$ cat src/rtl/sa_ctrl_if.sv
// Command/array bundle between the host, sa_ctrl and the systolic-array edge buffers.
// Perf counter outputs exist only when SA_CTRL_PERF_EN is defined.
interface sa_ctrl_if #(
  parameter int ROWS    = 4,
  parameter int MAX_VEC = 256
);
  localparam int VEC_W = $clog2(MAX_VEC + 1);
  localparam int IDX_W = $clog2(MAX_VEC);
  localparam int RW    = $clog2(ROWS);

  logic             i_start;
  logic [VEC_W-1:0] i_num_vec;
  logic             i_skip_preload;
  logic             i_abort;
  logic             o_busy;
  logic             o_done;
  logic             o_mode;
  logic             o_w_rd_en;
  logic [RW-1:0]    o_w_rd_row;
  logic             o_act_rd_en;
  logic [IDX_W-1:0] o_act_rd_idx;
  logic             o_psum_valid;
  logic [IDX_W-1:0] o_psum_idx;
`ifdef SA_CTRL_PERF_EN
  logic [31:0]      o_perf_cycles;
  logic [15:0]      o_perf_jobs;
`endif

  modport master (
    output i_start, i_num_vec, i_skip_preload, i_abort,
    input  o_busy, o_done, o_mode, o_w_rd_en, o_w_rd_row,
           o_act_rd_en, o_act_rd_idx, o_psum_valid, o_psum_idx
`ifdef SA_CTRL_PERF_EN
    , input o_perf_cycles, o_perf_jobs
`endif
  );

  modport slave (
    input  i_start, i_num_vec, i_skip_preload, i_abort,
    output o_busy, o_done, o_mode, o_w_rd_en, o_w_rd_row,
           o_act_rd_en, o_act_rd_idx, o_psum_valid, o_psum_idx
`ifdef SA_CTRL_PERF_EN
    , output o_perf_cycles, o_perf_jobs
`endif
  );
endinterface

$ cat src/rtl/sa_ctrl.sv
// Job sequencer for the ROWSxCOLS systolic array: weight preload, activation streaming, psum tagging.
// Define SA_CTRL_PERF_EN to add the busy-cycle and completed-job counters.
module sa_ctrl #(
  parameter int ROWS    = 4,
  parameter int COLS    = 4,
  parameter int MAX_VEC = 256
) (
  input  logic      clk,
  input  logic      rst_n,
  sa_ctrl_if.slave  bus
);
  localparam int VEC_W    = $clog2(MAX_VEC + 1);
  localparam int IDX_W    = $clog2(MAX_VEC);
  localparam int RW       = $clog2(ROWS);
  localparam int PIPE_LAT = ROWS + COLS;
  localparam int CNT_W    = (VEC_W > RW + 1) ? VEC_W : RW + 1;

  typedef enum logic [2:0] {S_IDLE, S_PRELOAD, S_COMPUTE, S_DRAIN, S_DONE} state_t;

  state_t           state_q, state_d;
  logic [CNT_W-1:0] cnt_q, cnt_d;
  logic [VEC_W-1:0] num_vec_q, num_vec_d;
  logic             w_valid_q, w_valid_d;
  logic             flush;
  logic             busy_q, busy_d, done_q, done_d, mode_q, mode_d;
  logic             w_rd_en_q, w_rd_en_d, act_rd_en_q, act_rd_en_d;
  logic [RW-1:0]    w_rd_row_q, w_rd_row_d;
  logic [IDX_W-1:0] act_rd_idx_q, act_rd_idx_d;
  logic [PIPE_LAT-1:0] pipe_vld_q, pipe_vld_d;
  logic [IDX_W-1:0]    pipe_idx_q [PIPE_LAT];
  logic [IDX_W-1:0]    pipe_idx_d [PIPE_LAT];

  function automatic logic [VEC_W-1:0] clamp_vec(input logic [VEC_W-1:0] n);
    return (n > VEC_W'(MAX_VEC)) ? VEC_W'(MAX_VEC) : n;
  endfunction

  always_comb begin
    state_d   = state_q;
    cnt_d     = cnt_q;
    num_vec_d = num_vec_q;
    w_valid_d = w_valid_q;
    flush     = 1'b0;
    unique case (state_q)
      S_IDLE: if (bus.i_start) begin
        num_vec_d = clamp_vec(bus.i_num_vec);
        cnt_d     = '0;
        if (bus.i_skip_preload && w_valid_q)
          state_d = (num_vec_d == '0) ? S_DONE : S_COMPUTE;
        else
          state_d = S_PRELOAD;
      end
      S_PRELOAD: if (cnt_q == CNT_W'(ROWS)) begin
        w_valid_d = 1'b1;
        cnt_d     = '0;
        state_d   = (num_vec_q == '0) ? S_DONE : S_COMPUTE;
      end else begin
        cnt_d = cnt_q + CNT_W'(1);
      end
      S_COMPUTE: if (cnt_q == CNT_W'(num_vec_q) - CNT_W'(1)) begin
        cnt_d   = '0;
        state_d = S_DRAIN;
      end else begin
        cnt_d = cnt_q + CNT_W'(1);
      end
      // Only the final tag remains in flight: this is its output cycle.
      S_DRAIN: if (pipe_vld_q == {1'b1, {(PIPE_LAT-1){1'b0}}}) state_d = S_DONE;
      S_DONE:  state_d = S_IDLE;
      default: state_d = S_IDLE;
    endcase
    if (bus.i_abort && state_q != S_IDLE) begin
      state_d = S_IDLE;
      cnt_d   = '0;
      flush   = 1'b1;
      if (state_q == S_PRELOAD) w_valid_d = 1'b0;
    end

    // Outputs are registered, so they are decoded from the next state.
    busy_d       = (state_d == S_PRELOAD) || (state_d == S_COMPUTE) || (state_d == S_DRAIN);
    done_d       = (state_d == S_DONE);
    w_rd_en_d    = (state_d == S_PRELOAD) && (cnt_d < CNT_W'(ROWS));
    w_rd_row_d   = w_rd_en_d ? RW'(ROWS - 1) - cnt_d[RW-1:0] : '0;
    mode_d       = !((state_d == S_PRELOAD) && (cnt_d != '0));
    act_rd_en_d  = (state_d == S_COMPUTE);
    act_rd_idx_d = act_rd_en_d ? cnt_d[IDX_W-1:0] : '0;

    pipe_vld_d    = flush ? '0 : {pipe_vld_q[PIPE_LAT-2:0], act_rd_en_q};
    pipe_idx_d[0] = act_rd_idx_q;
    for (int i = 1; i < PIPE_LAT; i++) pipe_idx_d[i] = pipe_idx_q[i-1];
  end

  always_ff @(posedge clk or negedge rst_n) begin
    if (!rst_n) begin
      state_q      <= S_IDLE;
      cnt_q        <= '0;
      num_vec_q    <= '0;
      w_valid_q    <= 1'b0;
      busy_q       <= 1'b0;
      done_q       <= 1'b0;
      mode_q       <= 1'b1;
      w_rd_en_q    <= 1'b0;
      w_rd_row_q   <= '0;
      act_rd_en_q  <= 1'b0;
      act_rd_idx_q <= '0;
      pipe_vld_q   <= '0;
      for (int i = 0; i < PIPE_LAT; i++) pipe_idx_q[i] <= '0;
    end else begin
      state_q      <= state_d;
      cnt_q        <= cnt_d;
      num_vec_q    <= num_vec_d;
      w_valid_q    <= w_valid_d;
      busy_q       <= busy_d;
      done_q       <= done_d;
      mode_q       <= mode_d;
      w_rd_en_q    <= w_rd_en_d;
      w_rd_row_q   <= w_rd_row_d;
      act_rd_en_q  <= act_rd_en_d;
      act_rd_idx_q <= act_rd_idx_d;
      pipe_vld_q   <= pipe_vld_d;
      for (int i = 0; i < PIPE_LAT; i++) pipe_idx_q[i] <= pipe_idx_d[i];
    end
  end

  assign bus.o_busy       = busy_q;
  assign bus.o_done       = done_q;
  assign bus.o_mode       = mode_q;
  assign bus.o_w_rd_en    = w_rd_en_q;
  assign bus.o_w_rd_row   = w_rd_row_q;
  assign bus.o_act_rd_en  = act_rd_en_q;
  assign bus.o_act_rd_idx = act_rd_idx_q;
  assign bus.o_psum_valid = pipe_vld_q[PIPE_LAT-1];
  assign bus.o_psum_idx   = pipe_idx_q[PIPE_LAT-1];

`ifdef SA_CTRL_PERF_EN
  logic [31:0] perf_cycles_q, perf_cycles_d;
  logic [15:0] perf_jobs_q, perf_jobs_d;

  always_comb begin
    perf_cycles_d = perf_cycles_q;
    if (busy_q && perf_cycles_q != '1) perf_cycles_d = perf_cycles_q + 32'd1;
    perf_jobs_d = perf_jobs_q + {15'd0, done_q};
  end

  always_ff @(posedge clk or negedge rst_n) begin
    if (!rst_n) begin
      perf_cycles_q <= '0;
      perf_jobs_q   <= '0;
    end else begin
      perf_cycles_q <= perf_cycles_d;
      perf_jobs_q   <= perf_jobs_d;
    end
  end

  assign bus.o_perf_cycles = perf_cycles_q;
  assign bus.o_perf_jobs   = perf_jobs_q;
`endif
endmodule
$ cat src/flat_wrapper.sv
// flat-port wrapper written by rule: the top's interface ports become plain ports
module sa_ctrl_flat 
#(
  parameter int ROWS    = 4,
  parameter int COLS    = 4,
  parameter int MAX_VEC = 256
)
  (clk, rst_n, bus_i_start, bus_i_num_vec, bus_i_skip_preload, bus_i_abort, bus_o_busy, bus_o_done, bus_o_mode, bus_o_w_rd_en, bus_o_w_rd_row, bus_o_act_rd_en, bus_o_act_rd_idx, bus_o_psum_valid, bus_o_psum_idx);
  sa_ctrl_if #(.ROWS(ROWS), .MAX_VEC(MAX_VEC)) bus_i ();
  input  logic clk;
  input  logic rst_n;
  input wire logic [$bits(bus_i.i_start)-1:0] bus_i_start;
  input wire logic [$bits(bus_i.i_num_vec)-1:0] bus_i_num_vec;
  input wire logic [$bits(bus_i.i_skip_preload)-1:0] bus_i_skip_preload;
  input wire logic [$bits(bus_i.i_abort)-1:0] bus_i_abort;
  output wire logic [$bits(bus_i.o_busy)-1:0] bus_o_busy;
  output wire logic [$bits(bus_i.o_done)-1:0] bus_o_done;
  output wire logic [$bits(bus_i.o_mode)-1:0] bus_o_mode;
  output wire logic [$bits(bus_i.o_w_rd_en)-1:0] bus_o_w_rd_en;
  output wire logic [$bits(bus_i.o_w_rd_row)-1:0] bus_o_w_rd_row;
  output wire logic [$bits(bus_i.o_act_rd_en)-1:0] bus_o_act_rd_en;
  output wire logic [$bits(bus_i.o_act_rd_idx)-1:0] bus_o_act_rd_idx;
  output wire logic [$bits(bus_i.o_psum_valid)-1:0] bus_o_psum_valid;
  output wire logic [$bits(bus_i.o_psum_idx)-1:0] bus_o_psum_idx;
  assign bus_i.i_start = bus_i_start;
  assign bus_i.i_num_vec = bus_i_num_vec;
  assign bus_i.i_skip_preload = bus_i_skip_preload;
  assign bus_i.i_abort = bus_i_abort;
  assign bus_o_busy = bus_i.o_busy;
  assign bus_o_done = bus_i.o_done;
  assign bus_o_mode = bus_i.o_mode;
  assign bus_o_w_rd_en = bus_i.o_w_rd_en;
  assign bus_o_w_rd_row = bus_i.o_w_rd_row;
  assign bus_o_act_rd_en = bus_i.o_act_rd_en;
  assign bus_o_act_rd_idx = bus_i.o_act_rd_idx;
  assign bus_o_psum_valid = bus_i.o_psum_valid;
  assign bus_o_psum_idx = bus_i.o_psum_idx;
  sa_ctrl #(.ROWS(ROWS), .COLS(COLS), .MAX_VEC(MAX_VEC)) u_core (.clk(clk), .rst_n(rst_n), .bus(bus_i));
endmodule
$ cat config.mk
export PLATFORM = sky130hd
export DESIGN_NAME = sa_ctrl_flat
export DESIGN_NICKNAME = d
export VERILOG_FILES = /design/src/rtl/sa_ctrl_if.sv /design/src/rtl/sa_ctrl.sv /design/src/flat_wrapper.sv
export SDC_FILE = /design/constraint.sdc
export NUM_CORES = 1
export LEC_CHECK = 0
export BUFFER_PORTS_ARGS = -buffer_cell sky130_fd_sc_hd__buf_2
export CAP_MARGIN = 20
export CORE_UTILIZATION = 53
export DETAILED_ROUTE_END_ITERATION = 12
export GPL_TIMING_DRIVEN = 0
export HOLD_SLACK_MARGIN = 0.15
export PLACE_DENSITY = 0.75
export SKIP_CTS_REPAIR_TIMING = 1
export SYNTH_ARGS = -nofsm -noshare
export SYNTH_HDL_FRONTEND = slang
export SYNTH_SLANG_ARGS = --single-unit
$ cat constraint.sdc
create_clock -name clk -period 2.65 [get_ports clk]
set_clock_uncertainty 0.1 [all_clocks]
set_input_delay 0.1325 -clock clk [delete_from_list [all_inputs] [get_ports clk]]
set_output_delay 0.1325 -clock clk [all_outputs]
set_load 0.05 [all_outputs]
---- Word level (Yosys, flattened, before mapping) ----
Index checks and enable logic that the tools add are counted.
cells by class
  add/subtract/negate cells ............... 3
  $mul .................................... 0
  div/mod/pow operators ................... 0
  magnitude comparators ................... 2
  equal/unequal tests ..................... 10
  shift operators ......................... 0
  mux-type cells .......................... 23
  bitwise gates (word level) .............. 0
  reductions and logical operators ........ 13
operators with widths
  kind                 number
  $mux 9               5
  $pmux 9 s3           1
  $mux 3               8
  $logic_not 9->1      2
  $mux 8               2
  $eq 3x2->1 const B   4
  $pmux 3 s4           1
  $add 9x1->9 const B  1
  $eq 9x3->1 const B   1
  $eq 9x9->1           1
  $gt 9x9->1 const B   1
  $lt 9x3->1 const B   1
  $reduce_bool 9->1    1
  $sub 9x1->9 const B  1
  $eq 8x8->1 const B   1
  $eq 3x1->1 const B   2
  $mux 1               5
  $logic_and 1x1->1    4
  $eq 3x3->1 const B   1
  $logic_not 3->1      1
  $reduce_bool 3->1    1
  $logic_or 1x1->1     2
  $mux 2               1
  $reduce_and 2->1     1
  other kinds (2)      2
word-level totals
  flip-flop bits (word level) ............. 109
  latch bits .............................. 0
  RAM bits ................................ 0
  ROM bits ................................ 0
  input bits .............................. 14
  output and inout bits ................... 24
  word-level logic and storage cells ...... 71
  memories kept ........................... 0

---- Longest topological paths before layout ----
Gate-level depths: netlist of run 1.
  depth after elaboration ................. 11
  depth in mapped cells ................... 12
  gate-level depth less buffers ........... 10

---- Least setup slack after synthesis of run 1 ----
OpenSTA, ideal clock, no wires.
  path type ............................... register -> register
  start point ............................. register u_core.num_vec_q[0]
  end point ............................... register u_core.mode_q (netlist: u_core.bus.o_mode)
  setup time .............................. 0.105 ns
  data arrival time ....................... 2.654 ns
  data required time ...................... 2.445 ns
  setup slack ............................. -0.209 ns
  stages on the path, launching flop included .. 13
  buffers on the path ..................... 2
  period minus slack after synthesis ...... 2.859 ns
  cells stage by stage .................... dfrtp_1 > clkbuf_1 > inv_1 > ha_1 > or2b_2 > or4_4 > a211oi_2 > o21ai_2 > o21a_1 > buf_6 > a22oi_2 > o21ai_1 > o41ai_1
on the way
  cells in the longest elaborated chain, start to end .. 8
  elaborated cells on any way between the ends .. 15
  classes of those cells .................. 1 x add/sub; 2 x eq/ne; 8 x mux; 4 x reduce/logical
RTL lines
  item                                             RTL line                      text
  start, declared                                  sa_ctrl.sv:22                 logic [VEC_W-1:0] num_vec_q, num_vec_d;
  start signal, assigned                           sa_ctrl.sv:109                num_vec_q <= num_vec_d;
  $sub 9x1->9 or $logic_not 9->1 (tied branches)   sa_ctrl.sv:59, sa_ctrl.sv:55
  $eq 9x9->1 or $mux 3 (tied branches)             sa_ctrl.sv:59, sa_ctrl.sv:55
  $mux 9, or another cell as far along             sa_ctrl.sv:59                 S_COMPUTE: if (cnt_q == CNT_W'(num_vec_q) - CNT_W'(1)) begin
  $pmux 9 s3 or $pmux 3 s4 (tied branches)         sa_ctrl.sv:43                 unique case (state_q)
  $mux 9 or $mux 3 (tied branches)                 sa_ctrl.sv:70                 if (bus.i_abort && state_q != S_IDLE) begin
  $reduce_bool 9->1 or $eq 3x1->1 (tied branches)  sa_ctrl.sv:82                 mode_d = !((state_d == S_PRELOAD) && (cnt_d != '0));
  $logic_and 1x1->1 *                              sa_ctrl.sv:82
  $logic_not 1->1 *                                sa_ctrl.sv:82
  named net u_core.mode_d                          sa_ctrl.sv:25                 logic busy_q, busy_d, done_q, done_d, mode_q, mode_d;
  end signal, assigned                             sa_ctrl.sv:113                mode_q <= mode_d;
  end, declared                                    sa_ctrl.sv:25
Mark *: on every way through the listed nets, which the timed path passes. The rest lies on a longest branch.
A chain may end at the register's enable or synchronous reset.

---- Final worst setup path of run 1 ----
Ends and elaborated chain as after synthesis.

==> results.yml, run 1 <==
outcome:
  outcome: "finished, violations left"
  failed_checks: "negative setup slack"
worst_setup_path:
  path_max_fanout: 5
  crit_path_start_kind: "flip-flop"
  cp_slowest_cell: "or4_4"
  arrival_ns: 3.19
  crit_path_start: "u_core.num_vec_q[0]"
  end_kind: "flip-flop"
  crit_end: "u_core.bus.o_mode"
  max_stage_delay_ns: 0.53
  crit_type: "reg2reg"
  rr_startpoint: "u_core.num_vec_q[0]"
  reg2reg_depth: 11
  path_cells: "inv_2, ha_4, or2b_4, or4_4, a211oi_4, o21ai_4, o21a_1, buf_6, a22oi_2, o21ai_2, o41ai_2"
  required_ns: 2.81
  reg2reg_to: "u_core.bus.o_mode"
  r2r_slack_ns: -0.38
synthesis:
  ys.flop_type: "dfrtp_1"
  synthDistinctLibCells: 62
  synthTopCellsByArea: "dfrtp_1 (63%), nand2_1 (2.7%), nor2_1 (2.2%)"
  synth_area_leader_cell: "dfrtp_1"
  syn_inst: 351
  synth_top_area_share_pct: 63.5
  yosys-top-cells-count: "dfrtp_1 (108), nand2_1 (31), nor2_1 (25), nor3_1 (13)"
  avgSynthCellArea_sq_um: 12.1
  synth_edf_count: 0
  synth_warnings: 0
  synth_nets: 368
  ys_seq_area_share_pct: 64.1
  synth_async_sr_flop_share_pct: 100
  synth_seq_cells: 109
  synth_most_common_cell: "dfrtp_1"
  syn_area_sq_um: 4260
timing:
  hold_viol: 0
  relSlewSlack_pct: 62.5
  holdWs_ns: 0.175
  fin_ws_ns: -0.380
  period_share_pct: 114
  fmax_mhz: 330
  tightest_slew_ns: 0.558
  setup_tns_ns: -2.77
  slew_viol_final: 0
  finalSetupViolations: 16
  finalCriticalPeriod_ns: 3.03
  grt_setup_unrepaired: "yes"
placed_design:
  io_buffers: 36
  numPlacedInstances: 490
  dp_hpwl_mm: 5.56
  routabilityCongestion: 0.868
  pre_cts_slack_ns: -0.642
floorplanning:
  row_count: 32
  ios: 38
  dieArea_sq_um: 8400
  initial_utilization_pct: 54.8
  core_sq_um: 7770
  die_h_microns: 91.6
  dieWidth_microns: 91.6
finish:
  fillers: 589
  drive_gt1_share_pct: 30.0
  final_core_util_pct: 66.5
  final_nets: 436
  multi_input_area_sq_um: 1500
  regArea_sq_um: 2730
  fin_cells: 526
  antenna_cells: 0
  synthToLayoutAreaGrowth_pct: 21.3
drt:
  viasPerCell: 5.42
  antenna_left: 0
  first_iter_violations: 112
  dr_total_vias: 2852
  drc: 0
  routedWlPerCell_microns: 15.8
  first_pass_iters: 4
  drt-total-wl_mm: 8.33
clock_network:
  root_buffer: "clkbuf_8"
  cts_htree_levels: 3
  cts_inserted_buffers: 9
  cts_num_sinks: 109
  clk_pin_slew_worst_paths_ns: 0.12
  tritoncts: "built"
  clock_latency_ns: 0.39
  clock_path_buffers: 2
power:
  peakVddDrop_uv: 432
  p_leak_nw: 2.52
  power_density_nw_per_um2: 964
global_route:
  grt_max_degree: 67
  grt_use_total_pct: 21.6
  first_global_vias: 2712
  antenna_found_initial: 0
  gr-total-overflow: 0
  grt_pass1_wl_mm: 13.7
min_path:
  hold_path_class: "in2async"
run:
  maxCapViolations: 0
[cell type report]
type,count,share of cell area [%]
timing repair buffer,59,8.19
buffer,22,2.69
tap,102,2.47
clock inverter,7,1.45
clock buffer,9,2.40
multi-input combinational,206,29.0
inverter,12,0.872
sequential,109,52.9
[stage by stage]
stage	power [mW]	cell area (sq um)
global route	5.28	5160
CTS	4.62	4820
finish	4.98	5160
floorplan	3.23	4280
detailed placement	3.63	4620
global placement	3.57	4590
[worst min path at each step]
stage          slack [ns]  depth (start not counted)                  start               endpoint
2_1_floorplan       -0.26                          0                  rst_n              async pin
3_3_place_gp         0.23                          0  u_core.pipe_idx_d[49]  u_core.pipe_idx_d[41]
3_5_place_dp         0.07                          1                  rst_n   u_core.pipe_vld_q[6]
4_1_cts             -0.36                          1                  rst_n    u_core.num_vec_q[2]
5_1_grt              0.23                          2                  rst_n    u_core.num_vec_q[2]
6_report             0.17                          2                  rst_n    u_core.num_vec_q[2]
[critical path, delay by kind of cell (launching register included)]
kind | cells | cell delay (ns)
AND/OR/NAND/NOR | 2 | 0.80
buffers and inverters | 2 | 0.21
AO/OA/AOI/OAI | 6 | 1.21
adder cells (fa/ha/maj) | 1 | 0.14
flip-flops | 1 | 0.44
[state kept, by name, indices dropped and copies added, names as in the netlist, named ones only]
| signal | flops |
|---|---|
| u_core.state_q | 3 |
| u_core.num_vec_q | 9 |
| u_core.bus.o_done | 1 |
| u_core.bus.o_act_rd_idx | 8 |
| u_core.pipe_idx_d | 56 |
| u_core.bus.o_act_rd_en | 1 |
| u_core.pipe_vld_q | 8 |
| u_core.bus.o_w_rd_en | 1 |
| u_core.bus.o_busy | 1 |
| u_core.cnt_q | 9 |
| u_core.bus.o_w_rd_row | 2 |
| u_core.bus.o_psum_idx | 8 |
| u_core.bus.o_mode | 1 |
[cells by family after synthesis]
| kind of cell | share of synthesized area, % |
|---|---|
| xor+xnor | 2.88 |
| flops | 64.1 |
| compound gates | 10.1 |
| mux | 0.999 |
| buf+inv | 4.44 |
| simple gates | 16.6 |
| fa+ha+maj | 0.882 |
[placed cells by master, fill, tap and decap left out, drive strengths merged, types with 11 or more instances in the layout]
| master | netlist | final |
|---|---|---|
| dfrtp | 108 | 108 |
| buf | 13 | 60 |
| nand2 | 31 | 31 |
| nor2 | 25 | 25 |
| clkbuf | 11 | 19 |
| inv | 12 | 16 |
| nor3 | 14 | 14 |
| o21ai | 13 | 13 |
| a21oi | 12 | 12 |
| and2 | 11 | 11 |
| dlygate4sd3 | 0 | 11 |
[power by group]
part | internal (mW) | switching (mW)
Sequential | 1.84 | 0.138
Clock | 0.373 | 0.612
Combinational | 0.887 | 1.13
[per-layer routing]
metal	wire length, microns	share of wire (%)	track usage, %
met5	0	0	0
met1	3680	44	29.1
met4	193	2.3	9.79
met2	4100	49	34.0
met3	361	4.3	4.48
(Power assumes the default switching activity.)
==> inputs of run 2 (changes only) <==
Settings changed: CORE_UTILIZATION 53 to 55, CTS_BUF_LIST from default to sky130_fd_sc_hd__clkbuf_8, PLACE_DENSITY 0.75 to 0.77.
==> run 2 against run 1 <==
  * The flow still finishes with violations (negative setup slack)
  * Worst hold slack got worse by 0.016 ns
  * Critical endpoint unchanged
  * Worst setup slack better by 0.032 ns
  * Combinational power fell by 5%
  * Non-clock buffer count shrank 1
  * Register-to-register slack better by 0.03 ns
  * Sequential share of layout area grew 0.91 points
  * Die area shrank 3.6%
  * Power shrank 2.4%
  * Core utilization increased by 2.4 points
  * Final cell count is 0.76% lower
  * First-iteration DRC count is 71% higher
  * Routed wire length up 5.3%
==> results.yml, run 2 (synthesis gave the netlist of run 1 again) <==
global_route:
  grt_use_total_pct: 22.8
  grt_pass1_wl_mm: 14.2
  gr-total-overflow: 0
  antenna_found_initial: 0
  grt_max_degree: 74
  first_global_vias: 2908
timing:
  hold_viol: 0
  finalCriticalPeriod_ns: 3.00
  slew_viol_final: 0
  fmax_mhz: 334
  grt_setup_unrepaired: "yes"
  period_share_pct: 113
  finalSetupViolations: 15
  tightest_slew_ns: 0.596
  relSlewSlack_pct: 60.0
  fin_ws_ns: -0.348
drt:
  first_iter_violations: 191
  met1_length_mm: 3.74
  antenna_left: 0
  route.met2.wl_mm: 4.49
  dr_total_vias: 2879
  drt-total-wl_mm: 8.77
  top_layer: "met4"
  wl_met3_microns: 382
  first_pass_iters: 4
  routedWlPerCell_microns: 16.8
  viasPerCell: 5.52
  drc: 0
worst_setup_path:
  path_cells: "buf_8, inv_4, ha_4, or2b_4, or4_4, a211oi_2, o21ai_2, o21a_1, buf_6, o22ai_4, o21ai_2, o41ai_2"
  max_stage_delay_ns: 0.42
  end_kind: "flip-flop"
  cp_slowest_cell: "or4_4"
  reg2reg_to: "u_core.bus.o_mode"
  crit_type: "reg2reg"
  arrival_ns: 3.15
  crit_buf_inv: 3
  path_max_fanout: 5
  crit_path_start_kind: "flip-flop"
  path_delay_family: "compound AO/OA/AOI/OAI gates"
  reg2reg_depth: 12
  crit_path_frequent_cell: "o21ai_2"
  r2r_slack_ns: -0.35
  rr_startpoint: "u_core.num_vec_q[0]"
  required_ns: 2.80
power:
  peakVddDrop_uv: 438
  p_leak_nw: 2.50
  power_density_nw_per_um2: 958
  p_total_mw: 4.86
placed_design:
  dp_hpwl_mm: 5.91
  dpl_cell_area_sq_um: 4620
  routabilityCongestion: 0.878
  io_buffers: 36
min_path:
  hold_path_class: "in2async"
finish:
  fillers: 507
  final_area_sq_um: 5070
  antenna_cells: 0
  largest_reg_flops: 56
  final_nets: 435
  synthToLayoutAreaGrowth_pct: 19.2
  layout_commonest_cell: "dfrtp_1"
  final_core_util_pct: 68.9
  drive_gt1_share_pct: 27.9
  mostFrequentLayoutCells: "dfrtp_1 (106), buf_2 (36), nand2_1 (31)"
floorplanning:
  dieArea_sq_um: 8100
  initial_utilization_pct: 57.8
  row_count: 31
  ios: 38
  die_h_microns: 90.0
  core_sq_um: 7370
  dieWidth_microns: 90.0
clock_network:
  clk_pin_slew_worst_paths_ns: 0.10
  cts_inserted_buffers: 9
  tritoncts: "built"
  cts_num_sinks: 109
  clock_latency_ns: 0.36
  cts_htree_levels: 3
  clock_path_buffers: 2
  root_buffer: "clkbuf_8"
outcome:
  outcome: "finished, violations left"
  failed_checks: "negative setup slack"
run:
  maxCapViolations: 0
[run 2: cell type report]
class                   count  area, sq um  share of cell area (%)
well taps                  99          124                    2.44
multi-input cells         206         1450                    28.5
plain buffers              22          151                    2.98
inverters                  12         47.5                   0.937
clock inverters             6         45.0                   0.888
repair buffers             58          393                    7.74
clock buffers              10          138                    2.71
flip-flops and latches    109         2730                    53.8
[run 2: worst reg2reg max path, stage by stage (launching register included)]
cell and delay, ns:
dfrtp_1 0.41, buf_8 0.13, inv_4 0.04, ha_4 0.15, or2b_4 0.28, or4_4 0.42, a211oi_2 0.25, o21ai_2 0.14
o21a_1 0.23, buf_6 0.13, o22ai_4 0.22, o21ai_2 0.10, o41ai_2 0.29
[run 2: metrics by stage]
stage	hold slack [ns]	std cells	TNS [ns]	setup WS [ns]
2_1_floorplan	-0.263	351	-0.112	-0.112
5_1_grt	0.184	522	-4.38	-0.443
4_1_cts	-0.380	503	-4.54	-0.694
3_3_place_gp	0.231	486	-3.47	-0.614
3_5_place_dp	0.0341	487	-3.89	-0.646
6_report	0.159	522	-2.54	-0.348
[run 2: how the worst max path moves through the flow]
stage                         from                        to  slack (ns)  cells past startpoint
4_1_cts            u_core.cnt_q[5]         u_core.bus.o_mode       -0.69                      9
5_1_grt        u_core.num_vec_q[0]  u_core.bus.o_w_rd_row[1]       -0.44                     11
2_1_floorplan  u_core.num_vec_q[0]         u_core.bus.o_mode       -0.11                     12
3_5_place_dp       u_core.cnt_q[5]         u_core.bus.o_mode       -0.65                      9
6_report       u_core.num_vec_q[0]         u_core.bus.o_mode       -0.35                     12
3_3_place_gp       u_core.cnt_q[5]         u_core.bus.o_mode       -0.61                      9
[run 2: report_power, final]
group / internal [mW] / switching [mW] / total, mW
Sequential: 1.84 / 0.170 / 2.01
Combinational: 0.840 / 1.07 / 1.91
Clock: 0.376 / 0.555 / 0.932
Total: 3.06 / 1.80 / 4.86
[run 2: metal layers]
layer | vias to the layer above | global-route usage (%)
li1 | 1331 | -
met1 | 1448 | 28.6
met3 | 17 | 5.33
met4 | 0 | 7.39
met5 | - | 0
met2 | 83 | 39.2
